`config.mk`:
```
export PLATFORM = sky130hd
export DESIGN_NAME = bdc_frame_controller_flat
export DESIGN_NICKNAME = d
export VERILOG_FILES = /design/src/rtl/bdc_pkg.sv /design/src/rtl/bdc_frame_controller_if.sv /design/src/rtl/bdc_shadow_cfg.sv /design/src/rtl/bdc_frame_controller.sv /design/src/flat_wrapper.sv
export SDC_FILE = /design/constraint.sdc
export NUM_CORES = 1
export LEC_CHECK = 0
export CORE_MARGIN = 2
export CORE_UTILIZATION = 51
export DETAILED_ROUTE_END_ITERATION = 16
export HOLD_SLACK_MARGIN = 0.08
export PLACE_DENSITY_LB_ADDON = 0.3
export SYNTH_ARGS = -nofsm -noshare
export SYNTH_HDL_FRONTEND = slang
export SYNTH_SLANG_ARGS = --single-unit
export TNS_END_PERCENT = 5
```
`constraint.sdc`:
```
create_clock -name clk -period 3.3 [get_ports clk]
set_clock_uncertainty 0.1 [all_clocks]
set_input_delay 0.33 -clock clk [delete_from_list [all_inputs] [get_ports clk]]
set_output_delay 0.33 -clock clk [all_outputs]
set_load 0.03 [all_outputs]
```
`src/rtl/bdc_pkg.sv`:
```
// Shared definitions for the barrel distortion correction front end:
// frame sequencer states, default geometry and the K1 fixed-point format.
package bdc_pkg;

    typedef enum logic [1:0] {
        ST_IDLE     = 2'd0,
        ST_WAIT_SOF = 2'd1,
        ST_ACTIVE   = 2'd2,
        ST_DRAIN    = 2'd3
    } state_t;

    localparam int DEFAULT_WIDTH    = 1920;
    localparam int DEFAULT_HEIGHT   = 1080;
    localparam int DEFAULT_CENTER_X = DEFAULT_WIDTH / 2;
    localparam int DEFAULT_CENTER_Y = DEFAULT_HEIGHT / 2;

    // K1 is signed 4.4 fixed point; the core interprets it the same way.
    localparam int K1_INT_BITS  = 4;
    localparam int K1_FRAC_BITS = 4;
    localparam int K1_WIDTH     = K1_INT_BITS + K1_FRAC_BITS;

endpackage

```
`src/rtl/bdc_frame_controller_if.sv`:
```
// AXI4-Stream video link (tuser = start of frame) used on both sides
// of the frame controller.
interface bdc_frame_controller_if #(
    parameter int DATA_WIDTH = 24
) ();
    logic [DATA_WIDTH-1:0] tdata;
    logic                  tvalid;
    logic                  tlast;
    logic                  tuser;
    logic                  tready;

    modport master (output tdata, output tvalid, output tlast, output tuser, input  tready);
    modport slave  (input  tdata, input  tvalid, input  tlast, input  tuser, output tready);
endinterface

```
`src/rtl/bdc_shadow_cfg.sv`:
```
// Pending/active register pair for correction coefficients: updates are
// staged and only become active on a frame-start commit.
module bdc_shadow_cfg
    import bdc_pkg::*;
#(
    parameter int                     K_WIDTH     = K1_WIDTH,
    parameter int                     COORD_WIDTH = 16,
    parameter logic [K_WIDTH-1:0]     K1_DEFAULT  = 'h40,
    parameter logic [COORD_WIDTH-1:0] CX_DEFAULT  = COORD_WIDTH'(DEFAULT_CENTER_X),
    parameter logic [COORD_WIDTH-1:0] CY_DEFAULT  = COORD_WIDTH'(DEFAULT_CENTER_Y)
) (
    input  logic                   clk,
    input  logic                   rst_n,
    input  logic                   update,
    input  logic                   commit,
    input  logic [K_WIDTH-1:0]     req_k1,
    input  logic [COORD_WIDTH-1:0] req_center_x,
    input  logic [COORD_WIDTH-1:0] req_center_y,
    output logic [K_WIDTH-1:0]     act_k1,
    output logic [COORD_WIDTH-1:0] act_center_x,
    output logic [COORD_WIDTH-1:0] act_center_y
);

    logic                   pending;
    logic [K_WIDTH-1:0]     pend_k1;
    logic [COORD_WIDTH-1:0] pend_center_x;
    logic [COORD_WIDTH-1:0] pend_center_y;

    // NOTE: sequential state uses non-blocking assignments only, so every
    // register samples pre-edge values regardless of statement order.
    always_ff @(posedge clk or negedge rst_n) begin
        if (!rst_n) begin
            pending       <= 1'b0;
            pend_k1       <= '0;
            pend_center_x <= '0;
            pend_center_y <= '0;
            act_k1        <= K1_DEFAULT;
            act_center_x  <= CX_DEFAULT;
            act_center_y  <= CY_DEFAULT;
        end else if (commit) begin
            // A request arriving on the commit cycle bypasses the pending stage.
            if (update) begin
                act_k1       <= req_k1;
                act_center_x <= req_center_x;
                act_center_y <= req_center_y;
            end else if (pending) begin
                act_k1       <= pend_k1;
                act_center_x <= pend_center_x;
                act_center_y <= pend_center_y;
            end
            pending <= 1'b0;
        end else if (update) begin
            pend_k1       <= req_k1;
            pend_center_x <= req_center_x;
            pend_center_y <= req_center_y;
            pending       <= 1'b1;
        end
    end

endmodule

```
`src/rtl/bdc_frame_controller.sv`:
```
// Frame sequencer in front of the distortion core: admits whole frames,
// checks line/frame geometry and waits for the core before the next frame.
module bdc_frame_controller
    import bdc_pkg::*;
#(
    parameter int                 WIDTH         = DEFAULT_WIDTH,
    parameter int                 HEIGHT        = DEFAULT_HEIGHT,
    parameter int                 DATA_WIDTH    = 24,
    parameter int                 COORD_WIDTH   = 16,
    parameter int                 K_WIDTH       = K1_WIDTH,
    parameter logic [K_WIDTH-1:0] K1_DEFAULT    = 'h40,
    parameter int                 DRAIN_TIMEOUT = 65535
) (
    input  logic                          clk,
    input  logic                          rst_n,
    input  logic                          cfg_enable,
    input  logic                          cfg_update,
    input  logic [K_WIDTH-1:0]            cfg_k1,
    input  logic [COORD_WIDTH-1:0]        cfg_center_x,
    input  logic [COORD_WIDTH-1:0]        cfg_center_y,
    input  logic                          err_clear,
    bdc_frame_controller_if.slave         s_axis,
    bdc_frame_controller_if.master        m_axis,
    input  logic                          core_frame_done,
    output logic [K_WIDTH-1:0]            act_k1,
    output logic [COORD_WIDTH-1:0]        act_center_x,
    output logic [COORD_WIDTH-1:0]        act_center_y,
    output logic                          busy,
    output logic [15:0]                   frame_count,
    output logic                          err_line,
    output logic                          err_sof,
    output logic                          err_timeout
);

    localparam logic [DATA_WIDTH-1:0]  ZERO_PIX   = '0;
    localparam logic [COORD_WIDTH-1:0] X_LAST     = COORD_WIDTH'(WIDTH - 1);
    localparam logic [COORD_WIDTH-1:0] Y_LAST     = COORD_WIDTH'(HEIGHT - 1);
    localparam logic [15:0]            TO_LAST    = 16'(DRAIN_TIMEOUT - 1);

    state_t                 state, state_nx;
    logic [COORD_WIDTH-1:0] x_cnt, y_cnt;
    logic [15:0]            to_cnt;
    logic                   pass, s_ready;

    // Output process: routing and ready depend on state and the live beat.
    // NOTE: every combinational output gets a default first so no path
    // through the case can infer a latch.
    always_comb begin
        pass    = 1'b0;
        s_ready = 1'b0;
        case (state)
            ST_IDLE:     s_ready = 1'b1;
            ST_WAIT_SOF: begin
                if (cfg_enable && s_axis.tvalid && s_axis.tuser) begin
                    pass    = 1'b1;
                    s_ready = m_axis.tready;
                end else begin
                    s_ready = 1'b1;
                end
            end
            ST_ACTIVE: begin
                pass    = 1'b1;
                s_ready = m_axis.tready;
            end
            default: ;
        endcase
    end

    assign s_axis.tready = rst_n & s_ready;
    assign m_axis.tvalid = pass & s_axis.tvalid;
    assign m_axis.tdata  = pass ? s_axis.tdata : ZERO_PIX;
    assign m_axis.tlast  = pass & s_axis.tlast;
    assign m_axis.tuser  = pass & s_axis.tuser;
    assign busy          = (state == ST_ACTIVE) || (state == ST_DRAIN);

    logic beat_in, sof_commit, act_beat, x_last, line_end, frame_end;
    logic line_err, sof_err, drain_done, drain_to;

    assign beat_in    = pass & s_axis.tvalid & s_ready;
    assign sof_commit = (state == ST_WAIT_SOF) & beat_in;
    assign act_beat   = (state == ST_ACTIVE) & beat_in;
    assign x_last     = (x_cnt == X_LAST);
    assign sof_err    = act_beat & s_axis.tuser;
    assign line_end   = act_beat & ~s_axis.tuser & (s_axis.tlast | x_last);
    assign line_err   = line_end & (s_axis.tlast ^ x_last);
    assign frame_end  = line_end & (y_cnt == Y_LAST);
    assign drain_done = (state == ST_DRAIN) & core_frame_done;
    assign drain_to   = (state == ST_DRAIN) & ~core_frame_done & (to_cnt >= TO_LAST);

    always_ff @(posedge clk or negedge rst_n) begin
        if (!rst_n) state <= ST_IDLE;
        else        state <= state_nx;
    end

    always_comb begin
        state_nx = state;
        case (state)
            ST_IDLE:     if (cfg_enable) state_nx = ST_WAIT_SOF;
            ST_WAIT_SOF: begin
                if (!cfg_enable)     state_nx = ST_IDLE;
                else if (sof_commit) state_nx = ST_ACTIVE;
            end
            ST_ACTIVE:   if (frame_end) state_nx = ST_DRAIN;
            ST_DRAIN: begin
                if (drain_done || drain_to)
                    state_nx = cfg_enable ? ST_WAIT_SOF : ST_IDLE;
            end
            default:     state_nx = ST_IDLE;
        endcase
    end

    // The SOF beat itself is pixel 0, so the next beat is x=1.
    always_ff @(posedge clk or negedge rst_n) begin
        if (!rst_n) begin
            x_cnt <= '0;
            y_cnt <= '0;
        end else if (sof_commit || sof_err) begin
            x_cnt <= COORD_WIDTH'(1);
            y_cnt <= '0;
        end else if (line_end) begin
            x_cnt <= '0;
            y_cnt <= y_cnt + 1'b1;
        end else if (act_beat) begin
            x_cnt <= x_cnt + 1'b1;
        end
    end

    always_ff @(posedge clk or negedge rst_n) begin
        if (!rst_n)                 to_cnt <= '0;
        else if (state != ST_DRAIN) to_cnt <= '0;
        else if (to_cnt != 16'hFFFF) to_cnt <= to_cnt + 1'b1;
    end

    always_ff @(posedge clk or negedge rst_n) begin
        if (!rst_n)          frame_count <= '0;
        else if (drain_done) frame_count <= frame_count + 1'b1;
    end

    // A new error in the same cycle as err_clear wins.
    always_ff @(posedge clk or negedge rst_n) begin
        if (!rst_n) begin
            err_line    <= 1'b0;
            err_sof     <= 1'b0;
            err_timeout <= 1'b0;
        end else begin
            if (line_err)       err_line <= 1'b1;
            else if (err_clear) err_line <= 1'b0;
            if (sof_err)        err_sof <= 1'b1;
            else if (err_clear) err_sof <= 1'b0;
            if (drain_to)       err_timeout <= 1'b1;
            else if (err_clear) err_timeout <= 1'b0;
        end
    end

    bdc_shadow_cfg #(
        .K_WIDTH     (K_WIDTH),
        .COORD_WIDTH (COORD_WIDTH),
        .K1_DEFAULT  (K1_DEFAULT),
        .CX_DEFAULT  (COORD_WIDTH'(WIDTH / 2)),
        .CY_DEFAULT  (COORD_WIDTH'(HEIGHT / 2))
    ) u_shadow_cfg (
        .clk          (clk),
        .rst_n        (rst_n),
        .update       (cfg_update),
        .commit       (sof_commit),
        .req_k1       (cfg_k1),
        .req_center_x (cfg_center_x),
        .req_center_y (cfg_center_y),
        .act_k1       (act_k1),
        .act_center_x (act_center_x),
        .act_center_y (act_center_y)
    );

endmodule

```
`src/flat_wrapper.sv`:
```
// flat-port wrapper written by rule: the top's interface ports become plain ports
module bdc_frame_controller_flat import bdc_pkg::*;
#(
    parameter int                 WIDTH         = DEFAULT_WIDTH,
    parameter int                 HEIGHT        = DEFAULT_HEIGHT,
    parameter int                 DATA_WIDTH    = 24,
    parameter int                 COORD_WIDTH   = 16,
    parameter int                 K_WIDTH       = K1_WIDTH,
    parameter logic [K_WIDTH-1:0] K1_DEFAULT    = 'h40,
    parameter int                 DRAIN_TIMEOUT = 65535
)
  (clk, rst_n, cfg_enable, cfg_update, cfg_k1, cfg_center_x, cfg_center_y, err_clear, core_frame_done, act_k1, act_center_x, act_center_y, busy, frame_count, err_line, err_sof, err_timeout, s_axis_tdata, s_axis_tvalid, s_axis_tlast, s_axis_tuser, s_axis_tready, m_axis_tdata, m_axis_tvalid, m_axis_tlast, m_axis_tuser, m_axis_tready);
  bdc_frame_controller_if #(.DATA_WIDTH(DATA_WIDTH)) s_axis_i ();
  bdc_frame_controller_if #(.DATA_WIDTH(DATA_WIDTH)) m_axis_i ();
  input  logic clk;
  input  logic rst_n;
  input  logic cfg_enable;
  input  logic cfg_update;
  input  logic [K_WIDTH-1:0] cfg_k1;
  input  logic [COORD_WIDTH-1:0] cfg_center_x;
  input  logic [COORD_WIDTH-1:0] cfg_center_y;
  input  logic err_clear;
  input  logic core_frame_done;
  output logic [K_WIDTH-1:0] act_k1;
  output logic [COORD_WIDTH-1:0] act_center_x;
  output logic [COORD_WIDTH-1:0] act_center_y;
  output logic busy;
  output logic [15:0] frame_count;
  output logic err_line;
  output logic err_sof;
  output logic err_timeout;
  input wire logic [$bits(s_axis_i.tdata)-1:0] s_axis_tdata;
  input wire logic [$bits(s_axis_i.tvalid)-1:0] s_axis_tvalid;
  input wire logic [$bits(s_axis_i.tlast)-1:0] s_axis_tlast;
  input wire logic [$bits(s_axis_i.tuser)-1:0] s_axis_tuser;
  output wire logic [$bits(s_axis_i.tready)-1:0] s_axis_tready;
  output wire logic [$bits(m_axis_i.tdata)-1:0] m_axis_tdata;
  output wire logic [$bits(m_axis_i.tvalid)-1:0] m_axis_tvalid;
  output wire logic [$bits(m_axis_i.tlast)-1:0] m_axis_tlast;
  output wire logic [$bits(m_axis_i.tuser)-1:0] m_axis_tuser;
  input wire logic [$bits(m_axis_i.tready)-1:0] m_axis_tready;
  assign s_axis_i.tdata = s_axis_tdata;
  assign s_axis_i.tvalid = s_axis_tvalid;
  assign s_axis_i.tlast = s_axis_tlast;
  assign s_axis_i.tuser = s_axis_tuser;
  assign s_axis_tready = s_axis_i.tready;
  assign m_axis_tdata = m_axis_i.tdata;
  assign m_axis_tvalid = m_axis_i.tvalid;
  assign m_axis_tlast = m_axis_i.tlast;
  assign m_axis_tuser = m_axis_i.tuser;
  assign m_axis_i.tready = m_axis_tready;
  bdc_frame_controller #(.WIDTH(WIDTH), .HEIGHT(HEIGHT), .DATA_WIDTH(DATA_WIDTH), .COORD_WIDTH(COORD_WIDTH), .K_WIDTH(K_WIDTH), .K1_DEFAULT(K1_DEFAULT), .DRAIN_TIMEOUT(DRAIN_TIMEOUT)) u_core (.clk(clk), .rst_n(rst_n), .cfg_enable(cfg_enable), .cfg_update(cfg_update), .cfg_k1(cfg_k1), .cfg_center_x(cfg_center_x), .cfg_center_y(cfg_center_y), .err_clear(err_clear), .s_axis(s_axis_i), .m_axis(m_axis_i), .core_frame_done(core_frame_done), .act_k1(act_k1), .act_center_x(act_center_x), .act_center_y(act_center_y), .busy(busy), .frame_count(frame_count), .err_line(err_line), .err_sof(err_sof), .err_timeout(err_timeout));
endmodule
```
==> results of run 1 <==
[stage by stage]
step                      hold WS (ps)  worst slack [ps]   util
after floorplan                  -65.6               801      -
after global placement             118               492  0.646
after detailed placement           122               447  0.646
after CTS                          248              50.1  0.688
after global routing               295               170  0.689
final                              244               309  0.689
[flip-flops by register name, indices dropped and copies added (netlist names), 8 cells and up, named ones only]
register / flops
u_core.frame_count: 16
u_core.to_cnt: 16
u_core.u_shadow_cfg.act_center_x: 16
u_core.u_shadow_cfg.act_center_y: 16
u_core.u_shadow_cfg.pend_center_x: 16
u_core.u_shadow_cfg.pend_center_y: 16
u_core.x_cnt: 16
u_core.y_cnt: 16
u_core.u_shadow_cfg.act_k1: 8
u_core.u_shadow_cfg.pend_k1: 8
[Yosys cell counts, types with 2 or more instances]
master and instances:
a211oi_1 2, o21ai_1 4, nand4_1 13, inv_1 9
and4_1 6, mux2i_1 43, nor2_1 55, a22o_1 2
mux2_2 39, buf_4 4, buf_6 2, nor3_1 6
nor3_2 3, mux2_1 2, o31ai_1 2, and2_1 32
a21oi_1 8, and2b_1 3, xor2_1 33, nor4_1 5
nand2_1 75, ha_1 10, dfstp_2 9, o21ai_0 43
dfrtp_1 141, and3_1 13, nand3_1 24, xnor2_1 18
o22ai_1 2, buf_2 2, or3_1 2, nand2b_1 2
a31oi_1 3, clkbuf_1 21, nand3_2 6
[power by group]
| part | internal (mW) | leakage, nW | switching (mW) |
|---|---|---|---|
| Sequential | 2.22 | 1.93 | 0.231 |
| Clock | 1.17 | 0.284 | 0.709 |
| Combinational | 0.982 | 2.06 | 1.37 |
| Total | 4.37 | 4.28 | 2.31 |
[worst paths after layout]
| path | from | endpoint | slack, ps | depth (start not counted) |
|---|---|---|---|---|
| min | rst_n | u_core.x_cnt[4]$_DFFE_PN0P_ | 240 | 2 |
| min in group clk | u_core.frame_count[15]$_DFFE_PN0P_ | u_core.frame_count[15]$_DFFE_PN0P_ | 370 | 1 |
| min reg2reg | u_core.frame_count[15]$_DFFE_PN0P_ | u_core.frame_count[15]$_DFFE_PN0P_ | 370 | 1 |
| max reg2reg | flip-flop | u_core.u_shadow_cfg.act_center_x[15]$_DFFE_PN0P_ | 460 | 9 |
| max | u_core.state[0]$_DFFE_PN0P_ | busy | 310 | 5 |
| max in group asynchronous | rst_n | u_core.x_cnt[10]$_DFFE_PN0P_ | 1770 | 3 |
[cell families after synthesis]
kind of cell               share of synthesized area
and+or+nand+nor                                0.180
xor gates and xnor gates                      0.0622
muxes                                          0.124
DFF                                            0.525
AOI/OAI and AO/OA                             0.0664
buffers and inverters                         0.0255
adders and majority gates                     0.0174
[critical path, cell delays in order (launching register included)]
cell and delay, ps:
dfrtp_1 450, inv_1 130, ha_1 350, clkinv_1 360
nand2_1 160, clkdlybuf4s50_1 690
[final cells by class]
type / count / area [um2]
repair buffers: 175 / 1680
clock buffers: 24 / 482
clock inverters: 8 / 100
flip-flops and latches: 150 / 3760
well taps: 180 / 225
multi-input cells: 473 / 3240
fillers: 984 / 4300
inverters: 11 / 41.3
[what timing repair did]
action,4_1_cts,5_1_grt
buffers inserted,0,1
endpoints found under the setup margin,0,1
hold endpoints to repair,28,0
resized for setup,0,2
hold buffers,1,0
[metal layers]
layer | vias to the layer above | share of wire | track usage
li1 | 2626 | - | -
met1 | 2727 | 0.42 | 0.274
met2 | 110 | 0.53 | 0.387
met3 | 13 | 0.034 | 0.0502
met4 | 0 | 0.012 | 0.0632
met5 | - | 0 | 0
==> flow_summary.json, run 1 <==
{
  "synth_top_area_share": 0.492,
  "worstPathArrival_ps": 2560,
  "clk_latency_ps": 420,
  "worst-path-max-fanout": 9,
  "worst_pin_slew_ps": 794,
  "crit_path_start_kind": "flip-flop",
  "drc_errors": 0,
  "areaGrowthSynthToFinish_pct": 32.8,
  "antenna_found_initial": 0,
  "final_cell_mix": "dfrtp_1 (141), clkdlybuf4s50_1 (132), nand2_1 (75), nor2_1 (55)",
  "hold_class": "input port to asynchronous set/reset pin",
  "maxCapViolCount": 0,
  "ios": 162,
  "setup_tns_ps": 0,
  "syn_area_per_cell_um2": 10.8,
  "setup_violations": 0,
  "hpwl_um": 11200,
  "max_freq_mhz": 334,
  "ys_types": 54,
  "grt_first_pass_wirelength_um": 26100,
  "drtPass1Iterations": 5,
  "start_util": 0.519,
  "mostFrequentLayoutCell": "dfrtp_1",
  "total_power_mw": 6.68,
  "synth_area_leaders": "dfrtp_1 (49%), mux2_2 (6.1%), mux2i_1 (6.0%)",
  "status": "finished, final reports clean",
  "die_x_um": 123,
  "crit_required_ps": 2870,
  "core_region_area_um2": 13800,
  "synthArstFlopShare": 1.00,
  "vias": 5476,
  "numCtsBuffers": 17,
  "dieArea_um2": 15000,
  "nNetsFinal": 912,
  "cts-root-buf": "clkbuf_16",
  "place_area_um2": 8930,
  "h-tree-depth": 4,
  "cts.sinks": 150,
  "layout.cells.non_filler": 1021,
  "synth.largest_area_cell": "dfrtp_1",
  "rsz0062_at_grt": "no",
  "drive_gt1_frac": 0.161,
  "power.density_nw_per_um2": 701,
  "ys_seq_area_frac": 0.525,
  "dr.first_iter.drc_count": 313,
  "wl_um": 16100,
  "drtAntennaViolNets": 0,
  "routabilityCongestion": 0.851,
  "cp-end-kind": "primary output",
  "antenna_cells": 0,
  "io_buffers": 161,
  "syn-num-nets": 747,
  "wl_per_cell_um": 15.8,
  "hold_viol_final": 0,
  "leakagePower_nw": 4.28,
  "ys_warn_count": 0,
  "criticalPathCategory": "flip-flop to primary output",
  "final_cell_area_um2": 9530,
  "slew_viol_final": 0,
  "die_h_um": 123,
  "row_count": 43,
  "synth-seq-cells": 150,
  "synth_enable_flop_cells": 0,
  "slew_headroom": 0.471,
  "cts_tree": "built",
  "grt_max_degree": 81,
  "timing.final.crit_share": 0.906,
  "syn-cell-area_um2": 7180,
  "clock_path_buffers": 2,
  "grt_overflow": 0,
  "viasPerCell": 5.36,
  "placed_cells": 987,
  "post-route-min-period_ps": 2990,
  "synth-main-ff-cell": "dfrtp_1",
  "grt_pass1_vias": 5487,
  "synth_cells": 663,
  "ir_drop_uv": 407,
  "clk_pin_slew_ps": 50,
  "track_usage": 0.221
}
Note: power is estimated with default switching activity, not from simulation.
==> run 2, diff against run 1 <==
--- a/config.mk
+++ b/config.mk
@@ -10,6 +10,7 @@
 export DETAILED_ROUTE_END_ITERATION = 16
 export HOLD_SLACK_MARGIN = 0.08
 export PLACE_DENSITY_LB_ADDON = 0.3
+export SLEW_MARGIN = 10
 export SYNTH_ARGS = -nofsm -noshare
 export SYNTH_HDL_FRONTEND = slang
 export SYNTH_SLANG_ARGS = --single-unit
==> constraint.sdc (replaced) <==
create_clock -name clk -period 3.3 [get_ports clk]
set_clock_uncertainty 0.1 [all_clocks]
set_input_delay 0.495 -clock clk [delete_from_list [all_inputs] [get_ports clk]]
set_output_delay 0.495 -clock clk [all_outputs]
set_load 0.03 [all_outputs]
==> run 2 against run 1 <==
Against the previous run:
- combinational power about the same
- final area shrank 0.11%
- clock power rose by 2%
- routed wire length increased by 0.87%
- core utilization is 0.072 points lower
- maximum frequency fell by 4.3%
- sequential power about the same
- critical path depth stayed put
- die area unchanged
- non-clock buffer count unchanged
- global-route usage shrank 0.084 points
- total power increased by 0.19%
- critical path type unchanged
- critical endpoint is now s_axis_tready
==> flow_summary.json, run 2 (same netlist as run 1, synthesis figures left out) <==
{
  "wl_um": 16300,
  "worst-path-max-fanout": 10,
  "mostFrequentLayoutCell": "dfrtp_1",
  "drtPass1Iterations": 5,
  "nNetsFinal": 912,
  "dr.first_iter.drc_count": 378,
  "vias": 5511,
  "holdBufCountCts": 0,
  "routabilityCongestion": 0.824,
  "ir_drop_uv": 401,
  "rsz0062_at_grt": "no",
  "h-tree-depth": 4,
  "antenna_found_initial": 0,
  "power.density_nw_per_um2": 703,
  "grt_max_degree": 81,
  "max_freq_mhz": 320,
  "path_delay_family": "simple AND/OR/NAND/NOR gates",
  "grt_first_pass_wirelength_um": 26100,
  "final_cell_mix": "dfrtp_1 (141), clkdlybuf4s50_1 (132), nand2_1 (75), nor2_1 (55)",
  "grt_use_met3": 0.0362,
  "critPathMaxStageDelay_ps": 450,
  "track_usage": 0.220,
  "cp-end-kind": "primary output",
  "leakagePower_nw": 4.27,
  "viasPerCell": 5.40,
  "start_util": 0.519,
  "io_buffers": 161,
  "worst_pin_slew_ps": 977,
  "timing.final.crit_share": 0.947,
  "maxCapViolCount": 0,
  "crit_required_ps": 2700,
  "drc_errors": 0,
  "grt_busiest_layer": "met2",
  "dieArea_um2": 15000,
  "core_region_area_um2": 13800,
  "post-route-min-period_ps": 3120,
  "setup_tns_ps": 0,
  "cts_tree": "built",
  "grt_pass1_vias": 5445,
  "clk_pin_slew_ps": 60,
  "met2_usage": 0.388,
  "crit_path_start_kind": "flip-flop",
  "slowest_stage": "dfrtp_1",
  "crit_buf_inv": 1,
  "clk_latency_ps": 410,
  "total_power_mw": 6.69,
  "row_count": 43,
  "numCtsBuffers": 17,
  "antenna_cells": 0,
  "die_x_um": 123,
  "ios": 162,
  "drtAntennaViolNets": 0,
  "cts-root-buf": "clkbuf_16",
  "slew_headroom": 0.348,
  "die_h_um": 123,
  "met1_usage": 0.277,
  "criticalPathCategory": "flip-flop to primary output",
  "worstPathArrival_ps": 2530,
  "setup_violations": 0,
  "status": "finished, final reports clean",
  "hold_class": "input port to asynchronous set/reset pin",
  "hold_viol_final": 0,
  "slew_viol_final": 0,
  "wl_per_cell_um": 15.9,
  "utilization": 0.689,
  "cts.sinks": 150,
  "cp_cell_sequence": "ha_1 > or2_4 > a222oi_1 > and2b_1 > dlygate4sd2_1",
  "clock_path_buffers": 2,
  "grt_overflow": 0,
  "hpwl_um": 11400,
  "areaGrowthSynthToFinish_pct": 32.7,
  "drive_gt1_frac": 0.164
}
==> run 2: cell type report <==
cell class                 instances  area, um2
clock buffer                      21        470
clock inverter                    11        123
fill                             999       4310
inverter                          11       41.3
multi-input combinational        473       3240
sequential                       150       3760
tap                              180        225
timing repair buffer             175       1660
==> run 2: path summary, 6_finish.rpt <==
check	end	startpoint	cells after the start	slack [ps]
hold / removal	u_core.err_line$_DFFE_PN0P_	rst_n	2	190
min in group clk	u_core.u_shadow_cfg.pending$_DFFE_PN0P_	cfg_update	3	330
hold reg to reg	u_core.frame_count[15]$_DFFE_PN0P_	u_core.frame_count[15]$_DFFE_PN0P_	1	370
max in group asynchronous	u_core.u_shadow_cfg.pend_center_x[1]$_DFFE_PN0P_	rst_n	2	2240
setup reg to reg	u_core.u_shadow_cfg.act_k1[5]$_DFFE_PN0P_	u_core.state[0]$_DFFE_PN0P_	7	380
setup / recovery	s_axis_tready	u_core.state[0]$_DFFE_PN0P_	5	180
==> run 2: per-stage QoR <==
step                setup slack (ps)  cells  hold WS (ps)  area, um2
CTS                              152   1021           229       9520
detailed placement               251    989           362       8930
global placement                 309    989           362       8930
finish                           176   1021           186       9520
global route                    1.17   1021           281       9520
floorplan                        649    663          99.4       7180
==> run 2: where the power goes <==
group	leakage, nW	total (mW)	internal [mW]	switching, mW
logic	2.05	2.32	0.964	1.36
clock network	0.294	1.92	1.18	0.747
registers	1.93	2.45	2.22	0.228
total	4.27	6.69	4.36	2.33
==> run 2: metal layers <==
metal  vias to the layer above  wire [um]
met5                         -          0
met4                         0        185
met3                        21        586
met2                       136       8640
met1                      2730       6850
li1                       2624          -
==> run 2: repair_timing <==
action | CTS | global route
endpoints found under the setup margin | 1 | 0
gates resized for setup | 1 | 0
buffers inserted | 0 | 0
